File: config.mk
export PLATFORM = sky130hd
export DESIGN_NAME = mux_scan_controller_flat
export DESIGN_NICKNAME = d
export VERILOG_FILES = /design/src/rtl/mux_scan_pkg.sv /design/src/rtl/mux_scan_controller_if.sv /design/src/rtl/mux_scan_controller.sv /design/src/flat_wrapper.sv
export SDC_FILE = /design/constraint.sdc
export NUM_CORES = 1
export LEC_CHECK = 0
export ABC_AREA = 1
export CORE_UTILIZATION = 50
export CTS_BUF_LIST = sky130_fd_sc_hd__clkbuf_2 sky130_fd_sc_hd__clkbuf_4 sky130_fd_sc_hd__clkbuf_8
export DETAILED_ROUTE_END_ITERATION = 10
export MAX_ROUTING_LAYER = met4
export PLACE_DENSITY = 0.82
export SLEW_MARGIN = 20
export SYNTH_ARGS = -nofsm -noshare
export SYNTH_HDL_FRONTEND = slang
export SYNTH_SLANG_ARGS = --single-unit
File: constraint.sdc
create_clock -name clk -period 1.3 [get_ports clk]
set_input_delay 0.13 -clock clk [delete_from_list [all_inputs] [get_ports clk]]
set_output_delay 0.13 -clock clk [all_outputs]
set_load 0.02 [all_outputs]
File: src/rtl/mux_scan_pkg.sv
// Shared constants for the mux scan controller: FSM state encodings and
// channel indices of the 4:1 mux being scanned.
package mux_scan_pkg;

  localparam int NUM_CH = 4;

  typedef logic [1:0] ch_t;

  localparam logic [1:0] IDLE   = 2'd0;
  localparam logic [1:0] SETTLE = 2'd1;
  localparam logic [1:0] SAMPLE = 2'd2;
  localparam logic [1:0] HOLD   = 2'd3;

  localparam ch_t CH_A = 2'd0;
  localparam ch_t CH_B = 2'd1;
  localparam ch_t CH_C = 2'd2;
  localparam ch_t CH_D = 2'd3;

endpackage

File: src/rtl/mux_scan_controller_if.sv
// Signal bundle between the scan controller, the scanned mux and the
// downstream consumer of the assembled 4-bit word.
interface mux_scan_controller_if;
  import mux_scan_pkg::*;

  logic              start;
  logic              s1;
  logic              s0;
  logic              y;
  logic              busy;
  logic [NUM_CH-1:0] data_out;
  logic              data_valid;
  logic              data_ready;

  modport master (
    input  start, y, data_ready,
    output s1, s0, busy, data_out, data_valid
  );

  modport slave (
    output start, y, data_ready,
    input  s1, s0, busy, data_out, data_valid
  );

endinterface

File: src/rtl/mux_scan_controller.sv
// Steps the mux select through channels a..d, lets each settle, samples y,
// and hands the assembled word downstream with a valid/ready handshake.
module mux_scan_controller
  import mux_scan_pkg::*;
#(
  parameter int SETTLE_CYCLES = 1
) (
  input  logic           clk,
  input  logic           rst,
  mux_scan_controller_if.master bus
);

  localparam int CNT_RAW = $clog2(SETTLE_CYCLES + 1);
  localparam int CNT_W   = (CNT_RAW < 1) ? 1 : CNT_RAW;
  localparam logic [CNT_W-1:0] CNT_LAST = CNT_W'(SETTLE_CYCLES - 1);

  if (SETTLE_CYCLES < 1) begin : g_bad_settle
    $error("mux_scan_controller: SETTLE_CYCLES must be >= 1");
  end

  logic [1:0]        state;
  ch_t               sel;
  logic [CNT_W-1:0]  cnt;
  logic [NUM_CH-2:0] cap_buf;
  logic [NUM_CH-1:0] data_out_r;
  logic              data_valid_r;

  always_ff @(posedge clk) begin
    if (rst) begin
      state        <= IDLE;
      sel          <= CH_A;
      cnt          <= '0;
      cap_buf      <= '0;
      data_out_r   <= '0;
      data_valid_r <= 1'b0;
    end else begin
      case (state)
        IDLE: begin
          if (bus.start) begin
            sel   <= CH_A;
            cnt   <= '0;
            state <= SETTLE;
          end
        end
        SETTLE: begin
          cnt <= cnt + 1'b1;
          if (cnt == CNT_LAST) state <= SAMPLE;
        end
        SAMPLE: begin
          if (sel != CH_D) begin
            for (int i = 0; i < NUM_CH - 1; i++) begin
              if (sel == ch_t'(i)) cap_buf[i] <= bus.y;
            end
            sel   <= sel + 2'd1;
            cnt   <= '0;
            state <= SETTLE;
          end else begin
            // Channel d goes straight into the output word alongside a..c.
            data_out_r   <= {bus.y, cap_buf};
            data_valid_r <= 1'b1;
            state        <= HOLD;
          end
        end
        HOLD: begin
          if (bus.data_ready) begin
            data_valid_r <= 1'b0;
            sel          <= CH_A;
            state        <= IDLE;
          end
        end
      endcase
    end
  end

  assign bus.s1         = sel[1];
  assign bus.s0         = sel[0];
  assign bus.busy       = (state != IDLE);
  assign bus.data_out   = data_out_r;
  assign bus.data_valid = data_valid_r;

endmodule

File: src/flat_wrapper.sv
// flat-port wrapper written by rule: the top's interface ports become plain ports
module mux_scan_controller_flat import mux_scan_pkg::*;
#(
  parameter int SETTLE_CYCLES = 1
)
  (clk, rst, bus_start, bus_y, bus_data_ready, bus_s1, bus_s0, bus_busy, bus_data_out, bus_data_valid);
  mux_scan_controller_if bus_i ();
  input  logic clk;
  input  logic rst;
  input wire logic [$bits(bus_i.start)-1:0] bus_start;
  input wire logic [$bits(bus_i.y)-1:0] bus_y;
  input wire logic [$bits(bus_i.data_ready)-1:0] bus_data_ready;
  output wire logic [$bits(bus_i.s1)-1:0] bus_s1;
  output wire logic [$bits(bus_i.s0)-1:0] bus_s0;
  output wire logic [$bits(bus_i.busy)-1:0] bus_busy;
  output wire logic [$bits(bus_i.data_out)-1:0] bus_data_out;
  output wire logic [$bits(bus_i.data_valid)-1:0] bus_data_valid;
  assign bus_i.start = bus_start;
  assign bus_i.y = bus_y;
  assign bus_i.data_ready = bus_data_ready;
  assign bus_s1 = bus_i.s1;
  assign bus_s0 = bus_i.s0;
  assign bus_busy = bus_i.busy;
  assign bus_data_out = bus_i.data_out;
  assign bus_data_valid = bus_i.data_valid;
  mux_scan_controller #(.SETTLE_CYCLES(SETTLE_CYCLES)) u_core (.clk(clk), .rst(rst), .bus(bus_i));
endmodule
# Word-level counts from Yosys, hierarchy flattened
# Cells that the tools add are included.
[word_totals]
register_bits = 13
latchBits = 0
ram_bits = 0
rom_bits = 0
input_bits = 5
elab_cells = 50
memories = 0
[op_classes]
n_addsub = 2
n_mul = 0
div = 0
magnitude_cmp = 0
eq_ne = 11
shifts = 0
muxes = 14
n_bitwise = 1
n_reduce_logical = 14
[op_table]
columns = ["cell", "n"]
rows = [
  ["$reduce_and 3->1", 6],
  ["$mux 2", 6],
  ["$ne 2x2->1 const B", 5],
  ["$pmux 2 s4", 1],
  ["$eq 2x2->1 const B", 3],
  ["$pmux 2 s3", 1],
  ["$reduce_bool 3->1", 2],
  ["$eq 2x1->1 const B", 2],
  ["$logic_not 2->1", 2],
  ["$mux 1", 4],
  ["$reduce_and 4->1", 1],
  ["$reduce_bool 2->1", 2],
  ["$pmux 1 s3", 1],
  ["$add 2x1->2 const B", 1],
  ["$ne 2x1->1 const B", 1],
  ["$pmux 1 s2", 1],
  ["$reduce_and 2->1", 1],
  ["$add 1x1->1 const B", 1],
  ["$not 1->1", 1],
]

# Logic depth before layout (Yosys ltp)
# Gate-level depths: netlist of the first run.
[logic_depth]
depth_word = 3
depth_mapped = 8

# Worst setup path before layout of the first run
# No wires, ideal clock.
[synth_timing]
path_kind = "register -> register"
startpoint = "reg u_core.sel[0]"
endpoint = "reg u_core.cnt"
setup_time_ps = 115
arrival_time_ps = 1211
setup_slack_ps = -26
path_stages_with_launch = 7
n_path_buf = 0
period_less_slack_ps = 1326
path_cell_list = "dfxtp_1 -> ha_1 -> nand3_4 -> nand2_4 -> inv_2 -> a21oi_1 -> nor2_1"
[synth_between]
elab_chain_len = 3
[synth_lines]
columns = ["item", "line_no", "source"]
rows = [
  ["from (decl)", "mux_scan_controller.sv:22", "ch_t sel;"],
  ["from (signal assigned)", "mux_scan_controller.sv:54", "sel <= sel + 2'd1;"],
  ["$ne 2x2->1", "mux_scan_controller.sv:50", "if (sel != CH_D) begin"],
  ["$ne 2x1->1 (no line)", "--", ""],
  ["$reduce_and 3->1 (no line)", "--", ""],
  ["to (signal assigned)", "mux_scan_controller.sv:46", "cnt <= cnt + 1'b1;"],
  ["to (decl)", "mux_scan_controller.sv:23", "logic [CNT_W-1:0] cnt;"],
]
# Every way passes these cells.
# A chain may end at the register's enable or synchronous reset.

# Worst setup path in the final report of the first run
[layout_timing]
startpoint = "reg u_core.state[0]"
endpoint = "out bus_busy"
[layout_between]
elab_chain_len = 1
[layout_lines]
columns = ["item", "line_no", "source"]
rows = [
  ["from (decl)", "mux_scan_controller.sv:21", "logic [1:0] state;"],
  ["from (signal assigned)", "mux_scan_controller.sv:30", "state <= IDLE;"],
  ["from (signal assigned)", "mux_scan_controller.sv:42", "state <= SETTLE;"],
  ["from (signal assigned)", "mux_scan_controller.sv:47", "if (cnt == CNT_LAST) state <= SAMPLE;"],
  ["$reduce_bool 2->1", "mux_scan_controller.sv:77", "assign bus.busy = (state != IDLE);"],
  ["to (decl)", "flat_wrapper.sv:15", "output wire logic [$bits(bus_i.busy)-1:0] bus_busy;"],
]
# Every way passes these cells.

==> flow_metrics.env, run 1 <==
export IMPL_cts_tree="built"
export IMPL_worstSetupStartpointType="flop"
export IMPL_dp_hpwl_um=953
export IMPL_path_class="reg2out"
export IMPL_grt_pass1_vias=505
export IMPL_drt_pass1_iterations=4
export IMPL_initialDrtViolationCount=10
export IMPL_rsz0062_at_grt="false"
export IMPL_cp_max_fo=2
export IMPL_layout_commonest_cell="inv_1"
export IMPL_area_growth_synth_to_final_pct=29.5
export IMPL_fmax_ghz=0.827
export IMPL_wl_met2_um=564
export IMPL_cts_num_sinks=13
export IMPL_power_density_nw_per_um2=1150
export IMPL_yosysWarnings=0
export IMPL_setup_viol=0
export IMPL_cts_buffers=3
export IMPL_grt_pass1_wl_um=2080
export IMPL_hold_viol=0
export IMPL_avgSynthCellArea_um2=7.81
export IMPL_vias_per_cell=4.98
export IMPL_cts_resized_gates=8
export IMPL_vias=573
export IMPL_ys_ff_latch=13
export IMPL_maxSlewHeadroom=0.833
export IMPL_cap_viol_max_count=0
export IMPL_antenna_found_initial=0
export IMPL_syn_nets=92
export IMPL_wl_met1_um=553
export IMPL_outcome="completed"
export IMPL_slew_violations=0
export IMPL_grtUsageTotal=0.218
export IMPL_reg2reg_slack_ns=0.12
export IMPL_fin_nets=111
export IMPL_cp_end_kind="output port"
export IMPL_required_ns=1.17
export IMPL_tightest_slew_ns=0.250
export IMPL_num_rows=12
export IMPL_path_clk_slew_ns=0.08
export IMPL_clockBufferDepth=2
export IMPL_fin_ws_ns=0.0902
export IMPL_period_needed_ns=1.21
export IMPL_clockRootBuffer="clkbuf_4"
export IMPL_grt_overflow_total=0
export IMPL_synth_area_um2=648
export IMPL_htreeDepth=1
export IMPL_drcViolationCount=0
export IMPL_fp_dieW_um=38.0
export IMPL_fin_tns_setup_ns=0
export IMPL_antenna_cells=0
export IMPL_drive_gt1_frac=0.198
export IMPL_ctsHoldBuffers=0
export IMPL_synthCells=83
export IMPL_final_cell_mix="inv_1, dfxtp_1, nand2_1, a21oi_1, nand3_1"
export IMPL_core_um2=1160
export IMPL_cts_setup_buffers=0
export IMPL_top_layer_used="met4"
export IMPL_clk_latency_ns=0.27
export IMPL_portBuffers=12
export IMPL_ir_worst_vdd_v=0.000686
export IMPL_postRouteAntennaNets=0
export IMPL_met3_length_um=83
export IMPL_die_area_um2=1440
export IMPL_grt_max_degree=11
export IMPL_dp_worst_setup_slack_ns=0.0504
export IMPL_worstPathArrival_ns=1.08
export IMPL_drt_wl_total_um=1210
export IMPL_finClkSkew_ns=0.00434
export IMPL_hold_path_class="reg2reg"
export IMPL_wl_per_cell_um=10.5
export IMPL_seq_area_frac_synth=0.402
export IMPL_ioPinCount=13
export IMPL_place_congestion=0.770
export IMPL_die_h_um=38.0
export IMPL_initial_utilization=0.561
export IMPL_fin_crit_sh=0.931
export IMPL_p_leak_nw=0.372
export IMPL_synth_cell_types=18
cells by family after synthesis:
family | Yosys count | synth area share
and+or+nand+nor | 31 | 0.255
AOI/OAI and AO/OA | 19 | 0.162
adders and majority gates | 4 | 0.0772
DFF | 13 | 0.402
buffers and inverters | 16 | 0.104
flip-flops by register name, indices dropped and copies added (netlist names):
name,count
u_core.bus.data_valid,1
u_core.cnt,1
u_core.bus.data_out,4
u_core.cap_buf,3
u_core.sel,2
u_core.state,2
power breakdown:
| part | internal (W) | total [W] | switching [W] |
|---|---|---|---|
| Combinational | 0.000101 | 0.000244 | 0.000143 |
| Clock | 0.000140 | 0.000271 | 0.000131 |
| Sequential | 0.000425 | 0.000448 | 0.0000229 |
routing by layer:
| layer | global-route usage | up-vias |
|---|---|---|
| li1 | - | 308 |
| met1 | 0.259 | 249 |
| met2 | 0.332 | 14 |
| met3 | 0.105 | 2 |
| met4 | 0.0536 | 0 |
| met5 | - | - |
cell usage after synthesis:
cell type / instances / area share
inv_2: 2 / 0.012
nand3_4: 1 / 0.027
nand2_2: 1 / 0.0097
nand2_1: 10 / 0.058
nor3_1: 2 / 0.015
nand3b_1: 1 / 0.012
ha_1: 4 / 0.077
nor2_1: 5 / 0.029
o21bai_2: 1 / 0.017
nand3_1: 9 / 0.069
o21ai_0: 7 / 0.054
inv_1: 13 / 0.075
a21oi_1: 10 / 0.077
a21oi_2: 1 / 0.014
nor2_4: 1 / 0.017
buf_6: 1 / 0.017
nand2_4: 1 / 0.017
dfxtp_1: 13 / 0.40
area by class of cell:
class | count | area (um2)
clock buffer | 4 | 30.0
sequential | 13 | 263
inverter | 15 | 56.3
tap | 14 | 17.5
multi-input combinational | 54 | 340
timing repair buffer | 15 | 133
fill | 101 | 317
worst max-delay path: stages (launching register included):
cell and delay, ns:
dfxtp_1 0.33, nor2_2 0.13, inv_1 0.04, dlygate4sd2_1 0.31
worst paths after layout:
path	from	end	cells after the start
setup / recovery	u_core.state[0]$_SDFFE_PP0P_	bus_busy	3
hold / removal	u_core.bus.data_out[3]$_SDFFE_PP0P_	u_core.bus.data_out[3]$_SDFFE_PP0P_	2
setup reg to reg	u_core.sel[0]$_SDFFE_PP0P_	u_core.sel[1]$_SDFFE_PP0P_	6
hold reg to reg	u_core.bus.data_out[3]$_SDFFE_PP0P_	u_core.bus.data_out[3]$_SDFFE_PP0P_	2
metrics by stage:
step,utilization,hold WS [ns],instances,area (um2),total power [W]
floorplan,-,0.199,83,651,0.000619
global placement,0.692,0.431,111,800,0.000693
detailed placement,0.692,0.439,111,800,0.000703
CTS,0.709,0.448,115,820,0.000961
global route,0.726,0.462,115,840,0.00102
finish,0.726,0.444,115,840,0.000962
Power figures use the tool's default switching activity.
==> run 2, diff against run 1 <==
--- a/config.mk
+++ b/config.mk
@@ -10,7 +10,7 @@
 export CTS_BUF_LIST = sky130_fd_sc_hd__clkbuf_2 sky130_fd_sc_hd__clkbuf_4 sky130_fd_sc_hd__clkbuf_8
 export DETAILED_ROUTE_END_ITERATION = 10
 export MAX_ROUTING_LAYER = met4
-export PLACE_DENSITY = 0.82
+export PLACE_DENSITY = 0.89
 export SLEW_MARGIN = 20
 export SYNTH_ARGS = -nofsm -noshare
 export SYNTH_HDL_FRONTEND = slang
==> run 2 against run 1 <==
Combinational power about the same. Cell count unchanged. Fmax decreased by 0.84%. Die area unchanged. Highest routed layer unchanged. Power increased by 0.27%. Sequential cell count unchanged. Sequential power about the same.
==> flow_metrics.env, run 2 (same netlist as run 1, synthesis figures left out) <==
export IMPL_hold_viol=0
export IMPL_largest_reg_flops=4
export IMPL_portBuffers=12
export IMPL_path_class="reg2out"
export IMPL_cpPeakStageDelay_ns=0.33
export IMPL_power_density_nw_per_um2=1160
export IMPL_finClkSkew_ns=0.00323
export IMPL_antenna_cells=0
export IMPL_grt_pass1_wl_um=2100
export IMPL_cts_resized_gates=8
export IMPL_worstPathArrival_ns=1.09
export IMPL_grt_max_degree=11
export IMPL_fin_crit_sh=0.938
export IMPL_cap_viol_max_count=0
export IMPL_core_um2=1160
export IMPL_cp_end_kind="output port"
export IMPL_vias_per_cell=5.05
export IMPL_power_w=0.000965
export IMPL_dp_hpwl_um=1060
export IMPL_clockRootBuffer="clkbuf_4"
export IMPL_period_needed_ns=1.22
export IMPL_dp_cells=111
export IMPL_postRouteAntennaNets=0
export IMPL_clk_latency_ns=0.28
export IMPL_cts_num_sinks=13
export IMPL_htreeDepth=1
export IMPL_clockBufferDepth=2
export IMPL_slew_violations=0
export IMPL_wl_per_cell_um=12.2
export IMPL_antenna_found_initial=0
export IMPL_maxSlewHeadroom=0.834
export IMPL_die_h_um=38.0
export IMPL_worstSetupStartpointType="flop"
export IMPL_place_congestion=0.745
export IMPL_drt_pass1_iterations=4
export IMPL_path_cells="nor2_2 > inv_1 > dlygate4sd2_1"
export IMPL_vias=581
export IMPL_required_ns=1.17
export IMPL_fin_nets=111
export IMPL_cts_tree="built"
export IMPL_drcViolationCount=0
export IMPL_cp_max_fo=2
export IMPL_drive_gt1_frac=0.188
export IMPL_path_clk_slew_ns=0.08
export IMPL_p_leak_nw=0.371
export IMPL_area_growth_synth_to_final_pct=28.8
export IMPL_initial_utilization=0.561
export IMPL_n_fill_cell=101
export IMPL_cts_buffers=3
export IMPL_grt_overflow_total=0
export IMPL_final_cell_mix="inv_1, dfxtp_1, nand2_1, a21oi_1, nand3_1"
export IMPL_fmax_ghz=0.820
export IMPL_initialDrtViolationCount=15
export IMPL_holdWs_ns=0.446
export IMPL_hold_path_class="reg2reg"
export IMPL_drt_wl_total_um=1400
export IMPL_die_area_um2=1440
export IMPL_ioPinCount=13
export IMPL_outcome="completed"
export IMPL_setup_viol=0
export IMPL_layout_commonest_cell="inv_1"
export IMPL_fp_dieW_um=38.0
export IMPL_ir_worst_vdd_v=0.000683
export IMPL_cts_setup_buffers=0
export IMPL_tightest_slew_ns=0.249
export IMPL_ctsHoldBuffers=0
export IMPL_grtUsageTotal=0.226
export IMPL_reg2reg_slack_ns=0.10
export IMPL_num_rows=12
export IMPL_stdcell_count=115
export IMPL_critPathSlowestCell="dfxtp_1"
export IMPL_grt_pass1_vias=500
run 2: cell counts in the layout (fill, tap and decap cells not counted):
Identical to the previous run, type by type.
run 2: metal layers:
layer,vias up,share of wire,GRT usage
met1,263,0.44,0.232
met5,-,0,-
li1,302,-,-
met4,0,0.0086,0.0804
met2,12,0.52,0.392
met3,4,0.036,0.0872
run 2: critical path: cells and delay by family, from the launching register on:
kind	cells	cell delay [ns]
simple gates	1	0.13
flops	1	0.33
buf+inv	2	0.35
run 2: cell type report:
| type | count | area, um2 | share of cell area |
|---|---|---|---|
| Timing Repair Buffer | 15 | 133 | 0.159 |
| Multi-Input combinational cell | 54 | 335 | 0.402 |
| Inverter | 15 | 56.3 | 0.0675 |
| Tap cell | 14 | 17.5 | 0.0210 |
| Sequential cell | 13 | 263 | 0.315 |
| Clock buffer | 4 | 30.0 | 0.0360 |
run 2: path summary, 6_finish.rpt:
kind         depth (start not counted)                                start                                   to
max                                  3         u_core.state[0]$_SDFFE_PP0P_                             bus_busy
min                                  2  u_core.bus.data_out[2]$_SDFFE_PP0P_  u_core.bus.data_out[2]$_SDFFE_PP0P_
max reg2reg                          6         u_core.state[0]$_SDFFE_PP0P_       u_core.cap_buf[0]$_SDFFE_PP0P_
min reg2reg                          2  u_core.bus.data_out[2]$_SDFFE_PP0P_  u_core.bus.data_out[2]$_SDFFE_PP0P_
run 2: power breakdown:
| part | leakage [nW] | total (W) | internal, W | switching, W |
|---|---|---|---|---|
| logic | 0.246 | 0.000242 | 0.0000978 | 0.000144 |
| registers | 0.107 | 0.000451 | 0.000425 | 0.0000255 |
| clock network | 0.0184 | 0.000272 | 0.000140 | 0.000132 |
| total | 0.371 | 0.000965 | 0.000663 | 0.000302 |
run 2: metrics by stage:
stage          worst slack [ns]   util  area (um2)  setup TNS [ns]
2_1_floorplan           0.00174      -         651               0
3_3_place_gp             0.0791  0.692         800               0
3_5_place_dp             0.0466  0.692         800               0
4_1_cts                  0.0415  0.709         820               0
5_1_grt                -0.00233  0.722         835        -0.00233
6_report                 0.0800  0.722         835               0
==> edit, RTL diff (flow settings as in run 1) <==
Change the package constant `NUM_CH` from 4 to 5.
--- a/src/rtl/mux_scan_pkg.sv
+++ b/src/rtl/mux_scan_pkg.sv
@@ -3,5 +3,5 @@
 package mux_scan_pkg;
 
-  localparam int NUM_CH = 4;
+  localparam int NUM_CH = 5;
 
   typedef logic [1:0] ch_t;
Ports: changed (resized bus_data_out); port bits go from 13 to 14. The function was not compared with the original's and may differ.
==> edit against run 1 <==
  * Via count increased by 20%
  * Final area increased by 8.2%
  * Sequential cell count increased by 2
  * Highest routed layer unchanged
  * First-iteration DRC count increased to 3.7 times the old value
  * Critical path depth increased by 3
  * Combinational power increased by 24%
  * Setup slack got worse by 0.031 ns
  * Total power increased by 14%
  * Critical endpoint is now u_core.cap_buf[2]$_SDFFE_PP0P_
  * Synthesized area increased by 9.1%
  * Largest power group unchanged
  * Largest cell class unchanged
  * Routed wire length increased by 25%
==> edit: results (changes against run 1) <==
metric	value	unit	change
r2r-end	u_core.cap_buf[2]$_SDFFE_PP0P_		
grt_pass1_vias	552		+9.3%
vias	689		+20%
worstPathMaxFanout	6		+4
grt_pass1_wl	2.34	mm	+12%
async_flop_share	0	%	unchanged
r2r_cells	6		unchanged
min_path_type	reg -> reg		
irDropWorstVdd	0.770	mV	+12%
yosys_warnings	0		unchanged
crit_type	reg -> reg		
final_nets	126		+14%
root_buffer	clkbuf_4		
largest_reg_flops	5		+1
clk_latency	0.29	ns	+0.02 ns
crit_arrival	1.43	ns	+0.35 ns
netlist_top_cells_count	nand2_1 (18), dfxtp_1 (15), inv_1 (11)		
drt_iter0_markers	37		+27
n_fill_cell	115		+14%
dpl_worst_slack	0.0576	ns	+0.00725 ns
finalCritPeriodShare	95.5	%	+2.4 points
rrSetupSlack	0.06	ns	-0.06 ns
dp_hpwl	1.12	mm	+17%
grt_use_total	23.5	%	+1.8 points
skew	0.00268	ns	-0.00166 ns
final_layout_size_suffix_gt1_share	15.5	%	-4.3 points
totalWireLength	1.51	mm	+25%
place.gp.congestion	0.812		+5.4%
synthCells	95		+14%
slowest_stage	dfxtp_1		
synthDistinctLibCells	17		-1
cts-buffers-inserted	3		unchanged
synth_area_leaders	dfxtp_1 (42%), nand2_1 (9.6%), a21oi_1 (7.1%)		
leakagePower	0.427	nW	+15%
viasPerCell	5.26		+5.6%
maxSlewHeadroom	81.9	%	-1.4 points
grt_max_degree	13		+2
syn_nets	104		+13%
crit-reg2reg-launch	u_core.sel[1]$_SDFFE_PP0P_		
io_buffers	13		+1
synth-seq-area-share	42.5	%	+2.3 points
synth_edf_count	0		unchanged
slowest_delay	0.36	ns	+0.03 ns
status	finished, final reports clean		
-- edit: cell types whose count changed after synthesis, sizes merged, moves of 2 or more --
cell	change
nor2	+4
nor3	-2
nand4	+2
dfxtp	+2
o21ai	-2
nand2	+7
-- edit: cell families (layout without fill, tap and decap cells) --
family | after synthesis | count (layout) | share of synthesized area (%)
flops | 15 | 15 | 42.5
simple gates | 43 | 43 | 27.6
fa+ha+maj | 4 | 4 | 7.08
compound gates | 16 | 16 | 11.7
buf+inv | 17 | 38 | 11.1
-- edit: power breakdown --
part | internal (W) | leakage [nW] | total, W | switching (W)
logic | 0.000124 | 0.287 | 0.000302 | 0.000178
registers | 0.000490 | 0.122 | 0.000517 | 0.0000270
clock network | 0.000115 | 0.0177 | 0.000277 | 0.000162
total | 0.000729 | 0.427 | 0.00110 | 0.000368
-- edit: layout make-up --
cell class | instances | area (µm²) | area share, %
repair buffers | 19 | 164 | 18.0
multi-input cells | 63 | 340 | 37.5
well taps | 15 | 18.8 | 2.07
flip-flops and latches | 15 | 302 | 33.2
clock inverters | 1 | 5.00 | 0.551
clock buffers | 3 | 22.5 | 2.48
inverters | 15 | 56.3 | 6.20
-- edit: critical path: cells and delay by family (launching register included) --
family | cells | cell delay [ns]
compound gates | 1 | 0.06
fa+ha+maj | 1 | 0.23
buf+inv | 1 | 0.13
flops | 1 | 0.36
simple gates | 3 | 0.36
-- edit: worst min path at each step --
stage	from	end	slack [ns]	depth (start not counted)
global route	u_core.cap_buf[3]$_SDFFE_PP0P_	u_core.cap_buf[3]$_SDFFE_PP0P_	0.44	2
floorplan	rst	u_core.bus.data_valid$_SDFFE_PP0P_	0.20	1
finish	u_core.cap_buf[3]$_SDFFE_PP0P_	u_core.cap_buf[3]$_SDFFE_PP0P_	0.43	2
CTS	u_core.cap_buf[3]$_SDFFE_PP0P_	u_core.cap_buf[3]$_SDFFE_PP0P_	0.43	2
detailed placement	u_core.cap_buf[3]$_SDFFE_PP0P_	u_core.cap_buf[3]$_SDFFE_PP0P_	0.42	2
global placement	u_core.cap_buf[3]$_SDFFE_PP0P_	u_core.cap_buf[3]$_SDFFE_PP0P_	0.42	2
-- edit: routing by layer --
metal | wire, µm | track usage, % | up-vias
met5 | 0 | - | -
met4 | 29 | 10.3 | 0
met3 | 115 | 6.82 | 6
met2 | 702 | 36.5 | 35
met1 | 663 | 28.1 | 303
li1 | - | - | 345
-- edit: through the flow --
step / area, µm² / utilization, %
global placement: 871 / 66.9
floorplan: 707 / -
detailed placement: 871 / 66.9
CTS: 890 / 68.4
finish: 908 / 69.8
global route: 908 / 69.8
-- edit: what timing repair did --
action	4_1_cts	5_1_grt
pin swaps	0	1
cloned	0	0
setup endpoints to repair	9	7
gates resized for setup	10	3
buffers inserted	0	1
